<file path="src/rtl/adsd_risc_pkg.sv">
// Shared definitions for the ADSD RISC multi-cycle controller.
//   - opcode encodings (IR[15:12])
//   - ALU operation codes driven on ctrl_aluop
//   - controller state encoding (visible on state_o)
//   - decoded-instruction record produced by adsd_risc_op_decode
package adsd_risc_pkg;

  // Instruction opcodes
  localparam logic [3:0] OP_ADD  = 4'b0000;
  localparam logic [3:0] OP_SUB  = 4'b0001;
  localparam logic [3:0] OP_AND  = 4'b0010;
  localparam logic [3:0] OP_OR   = 4'b0011;
  localparam logic [3:0] OP_SLL  = 4'b0100;
  localparam logic [3:0] OP_SRL  = 4'b0101;
  localparam logic [3:0] OP_SRA  = 4'b0110;
  localparam logic [3:0] OP_ROL  = 4'b0111;
  localparam logic [3:0] OP_NOT  = 4'b1000;
  localparam logic [3:0] OP_BEQ  = 4'b1001;
  localparam logic [3:0] OP_BLT  = 4'b1010;
  localparam logic [3:0] OP_BGT  = 4'b1011;
  localparam logic [3:0] OP_LD   = 4'b1100;
  localparam logic [3:0] OP_ST   = 4'b1101;
  localparam logic [3:0] OP_JMP  = 4'b1110;
  localparam logic [3:0] OP_ADDI = 4'b1111;

  // ALU operations that are not simply the opcode passed through
  localparam logic [3:0] ALU_ADD = 4'b0000;
  localparam logic [3:0] ALU_SUB = 4'b0001;
  localparam logic [3:0] ALU_NOT = 4'b1000;

  typedef enum logic [2:0] {
    S_IDLE   = 3'd0,
    S_FETCH  = 3'd1,
    S_DECODE = 3'd2,
    S_EXEC   = 3'd3,
    S_MEM    = 3'd4,
    S_WB     = 3'd5,
    S_FAULT  = 3'd6
  } state_e;

  // CLS_ALU: register ALU ops and NOT (write-back uses default selects)
  // CLS_IMM: shifts and addi (EXEC selects held through write-back)
  typedef enum logic [2:0] {
    CLS_ALU,
    CLS_IMM,
    CLS_BRANCH,
    CLS_JUMP,
    CLS_LOAD,
    CLS_STORE
  } op_class_e;

  typedef struct packed {
    op_class_e  cls;
    logic [3:0] aluop;
    logic       alu_in2_sel;
    logic       rf_rd_sel;
    logic       wdata_sel;
    logic       d_mem_rw_;
  } op_dec_t;

endpackage

</file>
<file path="src/rtl/adsd_risc_op_decode.sv">
// Combinational opcode decoder for the multi-cycle controller.
// The returned fields are the EXEC-cycle datapath selects for the latched
// opcode; the FSM decides in which states they are actually driven.
//   op  : latched opcode (op_q)
//   dec : instruction class plus aluop/alu_in2_sel/rf_rd_sel/wdata_sel/d_mem_rw_
module adsd_risc_op_decode
  import adsd_risc_pkg::*;
(
  input  logic [3:0] op,
  output op_dec_t    dec
);

  always_comb begin
    // NOTE: every field gets a default before the case so no path leaves a
    // field unassigned, which would otherwise infer a latch.
    dec.cls         = CLS_ALU;
    dec.aluop       = ALU_ADD;
    dec.alu_in2_sel = 1'b0;
    dec.rf_rd_sel   = 1'b1;
    dec.wdata_sel   = 1'b1;
    dec.d_mem_rw_   = 1'b0;
    case (op)
      OP_ADD, OP_SUB, OP_AND, OP_OR: begin
        dec.aluop = op;
      end
      OP_SLL, OP_SRL, OP_SRA, OP_ROL: begin
        dec.cls         = CLS_IMM;
        dec.aluop       = op;
        dec.alu_in2_sel = 1'b1;
        dec.rf_rd_sel   = 1'b0;
      end
      OP_NOT: begin
        dec.aluop     = ALU_NOT;
        dec.rf_rd_sel = 1'b0;
      end
      OP_ADDI: begin
        dec.cls         = CLS_IMM;
        dec.alu_in2_sel = 1'b1;
        dec.rf_rd_sel   = 1'b0;
      end
      OP_BEQ, OP_BLT, OP_BGT: begin
        dec.cls   = CLS_BRANCH;
        dec.aluop = ALU_SUB;
      end
      OP_JMP: begin
        dec.cls = CLS_JUMP;
      end
      OP_LD: begin
        dec.cls         = CLS_LOAD;
        dec.alu_in2_sel = 1'b1;
        dec.wdata_sel   = 1'b0;
        dec.d_mem_rw_   = 1'b1;
      end
      OP_ST: begin
        dec.cls         = CLS_STORE;
        dec.alu_in2_sel = 1'b1;
      end
      default: ;
    endcase
  end

endmodule

</file>
<file path="src/rtl/adsd_risc_mc_ctrl.sv">
// Multi-cycle control FSM for the 16-bit ADSD RISC datapath.
// Sequences FETCH/DECODE/EXEC/MEM/WB with ready handshakes on instruction
// and data memory, gates execution on run at instruction boundaries, and
// traps to a sticky FAULT state when a memory stays not-ready for more than
// WAIT_MAX consecutive cycles.
//   clk, rst            : clock, synchronous active-low reset
//   run                 : execute enable, sampled only when an instruction retires / in IDLE
//   opcode              : IR[15:12], valid from DECODE onward
//   zero, neg           : ALU flags for branch resolution
//   i_mem_ready         : instruction memory data valid
//   d_mem_ready         : data memory access completes
//   pc_ld .. ctrl_aluop : datapath strobes (same set as the single-cycle controller plus ir_ld)
//   instr_done          : one-cycle retire pulse (equal to pc_ld)
//   fault               : sticky memory-timeout flag
//   state_o             : current state code
module adsd_risc_mc_ctrl
  import adsd_risc_pkg::*;
#(
  parameter int unsigned WAIT_MAX = 15
) (
  input  logic       clk,
  input  logic       rst,
  input  logic       run,
  input  logic [3:0] opcode,
  input  logic       zero,
  input  logic       neg,
  input  logic       i_mem_ready,
  input  logic       d_mem_ready,
  output logic       pc_ld,
  output logic       ir_ld,
  output logic       ctrl_branch,
  output logic       ctrl_jump,
  output logic       ctrl_i_mem_oe,
  output logic       ctrl_rf_rd_sel,
  output logic       ctrl_rf_write_en,
  output logic       ctrl_alu_in2_sel,
  output logic       ctrl_d_mem_rw_,
  output logic       ctrl_d_mem_cs,
  output logic       ctrl_wdata_sel,
  output logic [3:0] ctrl_aluop,
  output logic       instr_done,
  output logic       fault,
  output logic [2:0] state_o
);

  localparam int unsigned      CNT_W   = $clog2(WAIT_MAX + 1);
  localparam logic [CNT_W-1:0] CNT_MAX = CNT_W'(WAIT_MAX);

  state_e           state_q, state_d, retire_state;
  logic [3:0]       op_q;
  logic [CNT_W-1:0] wait_cnt_q, wait_cnt_d;
  logic             fault_q;
  logic             waiting;
  op_dec_t          dec;

  adsd_risc_op_decode u_op_decode (
    .op  (op_q),
    .dec (dec)
  );

  always_ff @(posedge clk) begin
    // NOTE: state registers use non-blocking assignments so every flop
    // samples the pre-edge values regardless of statement order.
    if (!rst) begin
      state_q    <= S_IDLE;
      op_q       <= '0;
      wait_cnt_q <= '0;
      fault_q    <= 1'b0;
    end else begin
      state_q    <= state_d;
      wait_cnt_q <= wait_cnt_d;
      fault_q    <= fault_q | (state_d == S_FAULT);
      if (state_q == S_DECODE) begin
        op_q <= opcode;
      end
    end
  end

  always_comb begin
    state_d          = state_q;
    retire_state     = run ? S_FETCH : S_IDLE;
    waiting          = 1'b0;
    wait_cnt_d       = wait_cnt_q;
    pc_ld            = 1'b0;
    ir_ld            = 1'b0;
    ctrl_branch      = 1'b0;
    ctrl_jump        = 1'b0;
    ctrl_i_mem_oe    = 1'b0;
    ctrl_rf_rd_sel   = 1'b1;
    ctrl_rf_write_en = 1'b0;
    ctrl_alu_in2_sel = 1'b0;
    ctrl_d_mem_rw_   = 1'b0;
    ctrl_d_mem_cs    = 1'b0;
    ctrl_wdata_sel   = 1'b1;
    ctrl_aluop       = ALU_ADD;

    unique case (state_q)
      S_IDLE: begin
        if (run) state_d = S_FETCH;
      end
      S_FETCH: begin
        ctrl_i_mem_oe = 1'b1;
        if (i_mem_ready) begin
          ir_ld   = 1'b1;
          state_d = S_DECODE;
        end else if (wait_cnt_q == CNT_MAX) begin
          state_d = S_FAULT;
        end else begin
          waiting = 1'b1;
        end
      end
      S_DECODE: begin
        state_d = S_EXEC;
      end
      S_EXEC: begin
        ctrl_aluop       = dec.aluop;
        ctrl_alu_in2_sel = dec.alu_in2_sel;
        ctrl_rf_rd_sel   = dec.rf_rd_sel;
        unique case (dec.cls)
          CLS_BRANCH: begin
            // Flags come straight from the ALU compare in this same cycle.
            case (op_q)
              OP_BEQ:  ctrl_branch = zero;
              OP_BLT:  ctrl_branch = neg;
              default: ctrl_branch = !zero && !neg;
            endcase
            pc_ld   = 1'b1;
            state_d = retire_state;
          end
          CLS_JUMP: begin
            ctrl_jump = 1'b1;
            pc_ld     = 1'b1;
            state_d   = retire_state;
          end
          CLS_LOAD, CLS_STORE: state_d = S_MEM;
          default:             state_d = S_WB;
        endcase
      end
      S_MEM: begin
        ctrl_d_mem_cs    = 1'b1;
        ctrl_alu_in2_sel = dec.alu_in2_sel;
        ctrl_aluop       = dec.aluop;
        ctrl_d_mem_rw_   = dec.d_mem_rw_;
        if (d_mem_ready) begin
          if (dec.cls == CLS_STORE) begin
            pc_ld   = 1'b1;
            state_d = retire_state;
          end else begin
            state_d = S_WB;
          end
        end else if (wait_cnt_q == CNT_MAX) begin
          state_d = S_FAULT;
        end else begin
          waiting = 1'b1;
        end
      end
      S_WB: begin
        ctrl_rf_write_en = 1'b1;
        pc_ld            = 1'b1;
        // Immediate/shift results and load data still flow through the
        // EXEC-time selects while the register file captures them.
        if (dec.cls == CLS_IMM || dec.cls == CLS_LOAD) begin
          ctrl_aluop       = dec.aluop;
          ctrl_alu_in2_sel = dec.alu_in2_sel;
          ctrl_rf_rd_sel   = (dec.cls == CLS_LOAD) ? 1'b0 : dec.rf_rd_sel;
          ctrl_wdata_sel   = dec.wdata_sel;
        end
        state_d = retire_state;
      end
      S_FAULT: ;
      default: state_d = S_IDLE;
    endcase

    // The watchdog only measures consecutive stalls within one state.
    if (state_d != state_q) begin
      wait_cnt_d = '0;
    end else if (waiting) begin
      wait_cnt_d = wait_cnt_q + CNT_W'(1);
    end
  end

  assign instr_done = pc_ld;
  assign fault      = fault_q;
  assign state_o    = state_q;

endmodule

</file>
<file path="config.mk">
export PLATFORM = sky130hd
export DESIGN_NAME = adsd_risc_mc_ctrl
export DESIGN_NICKNAME = d
export VERILOG_FILES = /design/src/rtl/adsd_risc_pkg.sv /design/src/rtl/adsd_risc_op_decode.sv /design/src/rtl/adsd_risc_mc_ctrl.sv
export SDC_FILE = /design/constraint.sdc
export NUM_CORES = 1
export LEC_CHECK = 0
export CORE_MARGIN = 3
export CORE_UTILIZATION = 50
export DETAILED_ROUTE_END_ITERATION = 7
export PLACE_DENSITY = 0.89
export RECOVER_POWER = 25
export SYNTH_ARGS = -nofsm -noshare
export SYNTH_HDL_FRONTEND = slang
export SYNTH_HIERARCHICAL = 1
export SYNTH_SLANG_ARGS = --single-unit
</file>
<file path="constraint.sdc">
create_clock -name clk -period 4.35 [get_ports clk]
set_input_delay 0.6525 -clock clk [delete_from_list [all_inputs] [get_ports clk]]
set_output_delay 0.6525 -clock clk [all_outputs]
set_load 0.05 [all_outputs]
</file>
==> results.sh <==
export IMPL_wire_per_inst_um=14.8
export IMPL_fin_ws_ns=0.656
export IMPL_fmax_mhz=271
export IMPL_fin_skew_ns=0.00281
export IMPL_dieArea_um2=2900
export IMPL_ys_ff_latch=12
export IMPL_critPathMaxStageDelay_ns=0.71
export IMPL_cap_violations=0
export IMPL_min_path_cells=1
export IMPL_area_growth_synth_to_final_pct=26.6
export IMPL_min_from="fault$_SDFF_PN0_"
export IMPL_ys_types=55
export IMPL_power_density_nw_per_um2=244
export IMPL_ctsRootBufferMaster="clkbuf_4"
export IMPL_synth_mux_area_share_pct=2.62
export IMPL_gr_usage_all_layers_pct=21.6
export IMPL_ys_flop_type="dfxtp_1"
export IMPL_ys_top_cells_by_count="dfxtp_1 (12), nand2_1 (11), nor2b_1 (10), o21ai_0 (10)"
export IMPL_syn_nets=150
export IMPL_slowest_stage="clkdlybuf4s50_1"
export IMPL_p_leak_nw=0.488
export IMPL_place_area_um2=1420
export IMPL_cts_resized=0
export IMPL_grt_max_degree=24
export IMPL_hold_violations=0
export IMPL_fp_row_count=16
export IMPL_grt_overflow_total=0
export IMPL_clkTransAtPathRegs_ns=0.07
export IMPL_syn_cell_area_um2=1140
export IMPL_nFillCells=178
export IMPL_core_um2=2060
export IMPL_synthSimpleGateAreaFrac_pct=36.2
export IMPL_first_iter_violations=20
export IMPL_min_to="fault$_SDFF_PN0_"
export IMPL_start_kind="flop"
export IMPL_arrival_ns=3.04
export IMPL_cp_end_kind="primary output"
export IMPL_async_flop_share_pct=0
export IMPL_port_buffers=30
export IMPL_cts_buffers=3
export IMPL_initial_core_util_pct=55.5
export IMPL_synth_area_leaders="dfxtp_1 (21%), nor4b_4 (6.2%), nor2b_1 (5.5%), o21ai_0 (4.4%), nand2_1 (3.6%)"
export IMPL_hold_path_class="reg2reg"
export IMPL_synthAdderAreaFrac_pct=1.09
export IMPL_detail_route_vias_per_cell=5.98
export IMPL_rsz0062_at_grt="false"
export IMPL_path_class="reg2out"
export IMPL_grt_pass1_wl_mm=4.64
export IMPL_nNetsFinal=176
export IMPL_crit_fanout=13
export IMPL_r2r_slack_ns=1.95
export IMPL_layout_drive_gt1_share_pct=7.98
export IMPL_rr_worst_depth=6
export IMPL_final_antenna_net_count=0
export IMPL_ys_warn_count=6
export IMPL_synth_edf_count=0
export IMPL_worst_slew_pin_slew_ns=0.698
export IMPL_cts_hold_buffers=0
export IMPL_drv_slew=0
export IMPL_setup_viol=0
export IMPL_syn_avg_cell_area_um2=8.30
export IMPL_drt_total_wl_mm=2.80
export IMPL_vdd_drop_max_mv=0.211
export IMPL_clockBufferDepth=2
export IMPL_tritoncts="built"
export IMPL_route_detailed_drc=0
export IMPL_status="complete, no violations"
export IMPL_finalCritPeriodShare_pct=84.9
export IMPL_dieHeight_um=53.9
export IMPL_synth_top_area_share_pct=21.0
export IMPL_seq_area_frac_synth_pct=21.0
export IMPL_place_gp_congestion=0.785
export IMPL_insertion_delay_ns=0.28
export IMPL_cp_required_ns=3.70
export IMPL_cts_setup_buffers=0
export IMPL_worstPathCellList="nor2_1 -> a21boi_0 -> xnor2_1 -> o21ai_0 -> a21oi_1 -> nor2b_1 -> clkdlybuf4s50_1"
export IMPL_cts_sinks=12
export IMPL_yosys_area_top_type="dfxtp_1"
export IMPL_synth_top_family_by_area="simple AND/OR/NAND/NOR gates"
export IMPL_syn_instance_count=138
export IMPL_pre_cts_ws_ns=0.963
export IMPL_layout_min_cycle_time_ns=3.69
export IMPL_dp_hpwl_mm=2.16
export IMPL_r2r_end="wait_cnt_q[3]$_SDFFE_PP0P_"
export IMPL_first_pass_iters=4
export IMPL_synth_most_common_cell="dfxtp_1"
export IMPL_synth_xor_area_share_pct=1.53
export IMPL_grt_pass1_vias=1073
export IMPL_relSlewSlack_pct=53.4
export IMPL_num_antenna_cells=0
export IMPL_antenna_found_initial=0
export IMPL_design_area_um2=1450
export IMPL_synth_compound_area_share_pct=30.4
export IMPL_rr_startpoint="op_q[1]$_SDFFE_PN0P_"
export IMPL_htreeDepth=1
export IMPL_holdWs_ns=0.475
export IMPL_die_x_um=53.9
export IMPL_ios=31
export IMPL_tns_ns=0
export IMPL_vias=1136
how the worst max path moves through the flow:
stage               endpoint                 start  depth (start not counted)  slack (ns)
4_1_cts        ctrl_aluop[2]  op_q[1]$_SDFFE_PN0P_                          7        0.68
2_1_floorplan          pc_ld  op_q[0]$_SDFFE_PN0P_                          5        0.94
3_5_place_dp     ctrl_branch                  zero                          6        0.96
5_1_grt        ctrl_aluop[2]  op_q[1]$_SDFFE_PN0P_                          7        0.38
6_report       ctrl_aluop[2]  op_q[1]$_SDFFE_PN0P_                          7        0.66
3_3_place_gp   ctrl_aluop[0]  op_q[1]$_SDFFE_PN0P_                          7        1.04
power by group:
part	internal (mW)	switching (mW)	total, mW
Sequential	0.116	0.0253	0.142
Combinational	0.0525	0.0702	0.123
Clock	0.0509	0.0383	0.0892
cell type report:
| class | instances | area, um^2 | share of cell area (%) |
|---|---|---|---|
| multi-input combinational | 112 | 820 | 56.6 |
| sequential | 12 | 240 | 16.6 |
| clock buffer | 4 | 36.3 | 2.50 |
| tap | 27 | 33.8 | 2.33 |
| inverter | 5 | 18.8 | 1.30 |
| timing repair buffer | 30 | 300 | 20.7 |
kinds of logic after synthesis:
logic type / count (synthesis)
flip-flops: 12
AO/OA/AOI/OAI: 47
AND/OR/NAND/NOR: 59
XOR/XNOR: 2
multiplexers: 3
buffers and inverters: 14
adder cells (fa/ha/maj): 1
per-layer routing:
| layer | wire, um | track usage [%] |
|---|---|---|
| met1 | 1210 | 25.6 |
| met2 | 1420 | 36.9 |
| met3 | 134 | 3.32 |
| met4 | 42 | 11.9 |
| met5 | 0 | 0 |
through the flow:
| stage | power, mW | util, % | std cells |
|---|---|---|---|
| floorplan | 0.233 | - | 138 |
| global placement | 0.262 | 68.6 | 186 |
| detailed placement | 0.267 | 68.6 | 186 |
| CTS | 0.357 | 70.4 | 190 |
| global route | 0.373 | 70.3 | 190 |
| finish | 0.354 | 70.3 | 190 |
cell usage in the layout (no fill, tap or decap), types with 2 or more instances in the layout:
master	count
clkdlybuf4s50_1	28
a21boi_0	4
or3_1	2
dfxtp_1	12
a21oi_1	4
nand4b_1	2
nand2_1	11
nor2_1	7
inv_1	5
nor3_1	3
nor2b_1	10
a21boi_1	2
nor4b_4	3
a211oi_1	4
nand2b_1	6
o21a_1	2
o21ai_0	10
mux2i_1	3
and3b_1	2
and3_1	3
dlygate4sd3_1	2
a31oi_1	3
nand3_1	2
clkbuf_4	3
critical path: cells and delay by family (launching register included):
family,cells,cell delay (ns)
buffers and inverters,1,0.71
AND/OR/NAND/NOR,2,0.25
flip-flops,1,0.58
AO/OA/AOI/OAI,3,1.02
XOR/XNOR,1,0.19
flip-flops by register name, summed over array words and instances (netlist names):
| signal | count |
|---|---|
| op_q | 4 |
| wait_cnt_q | 4 |
| state_o | 3 |
| fault | 1 |
(Power assumes the default switching activity.)
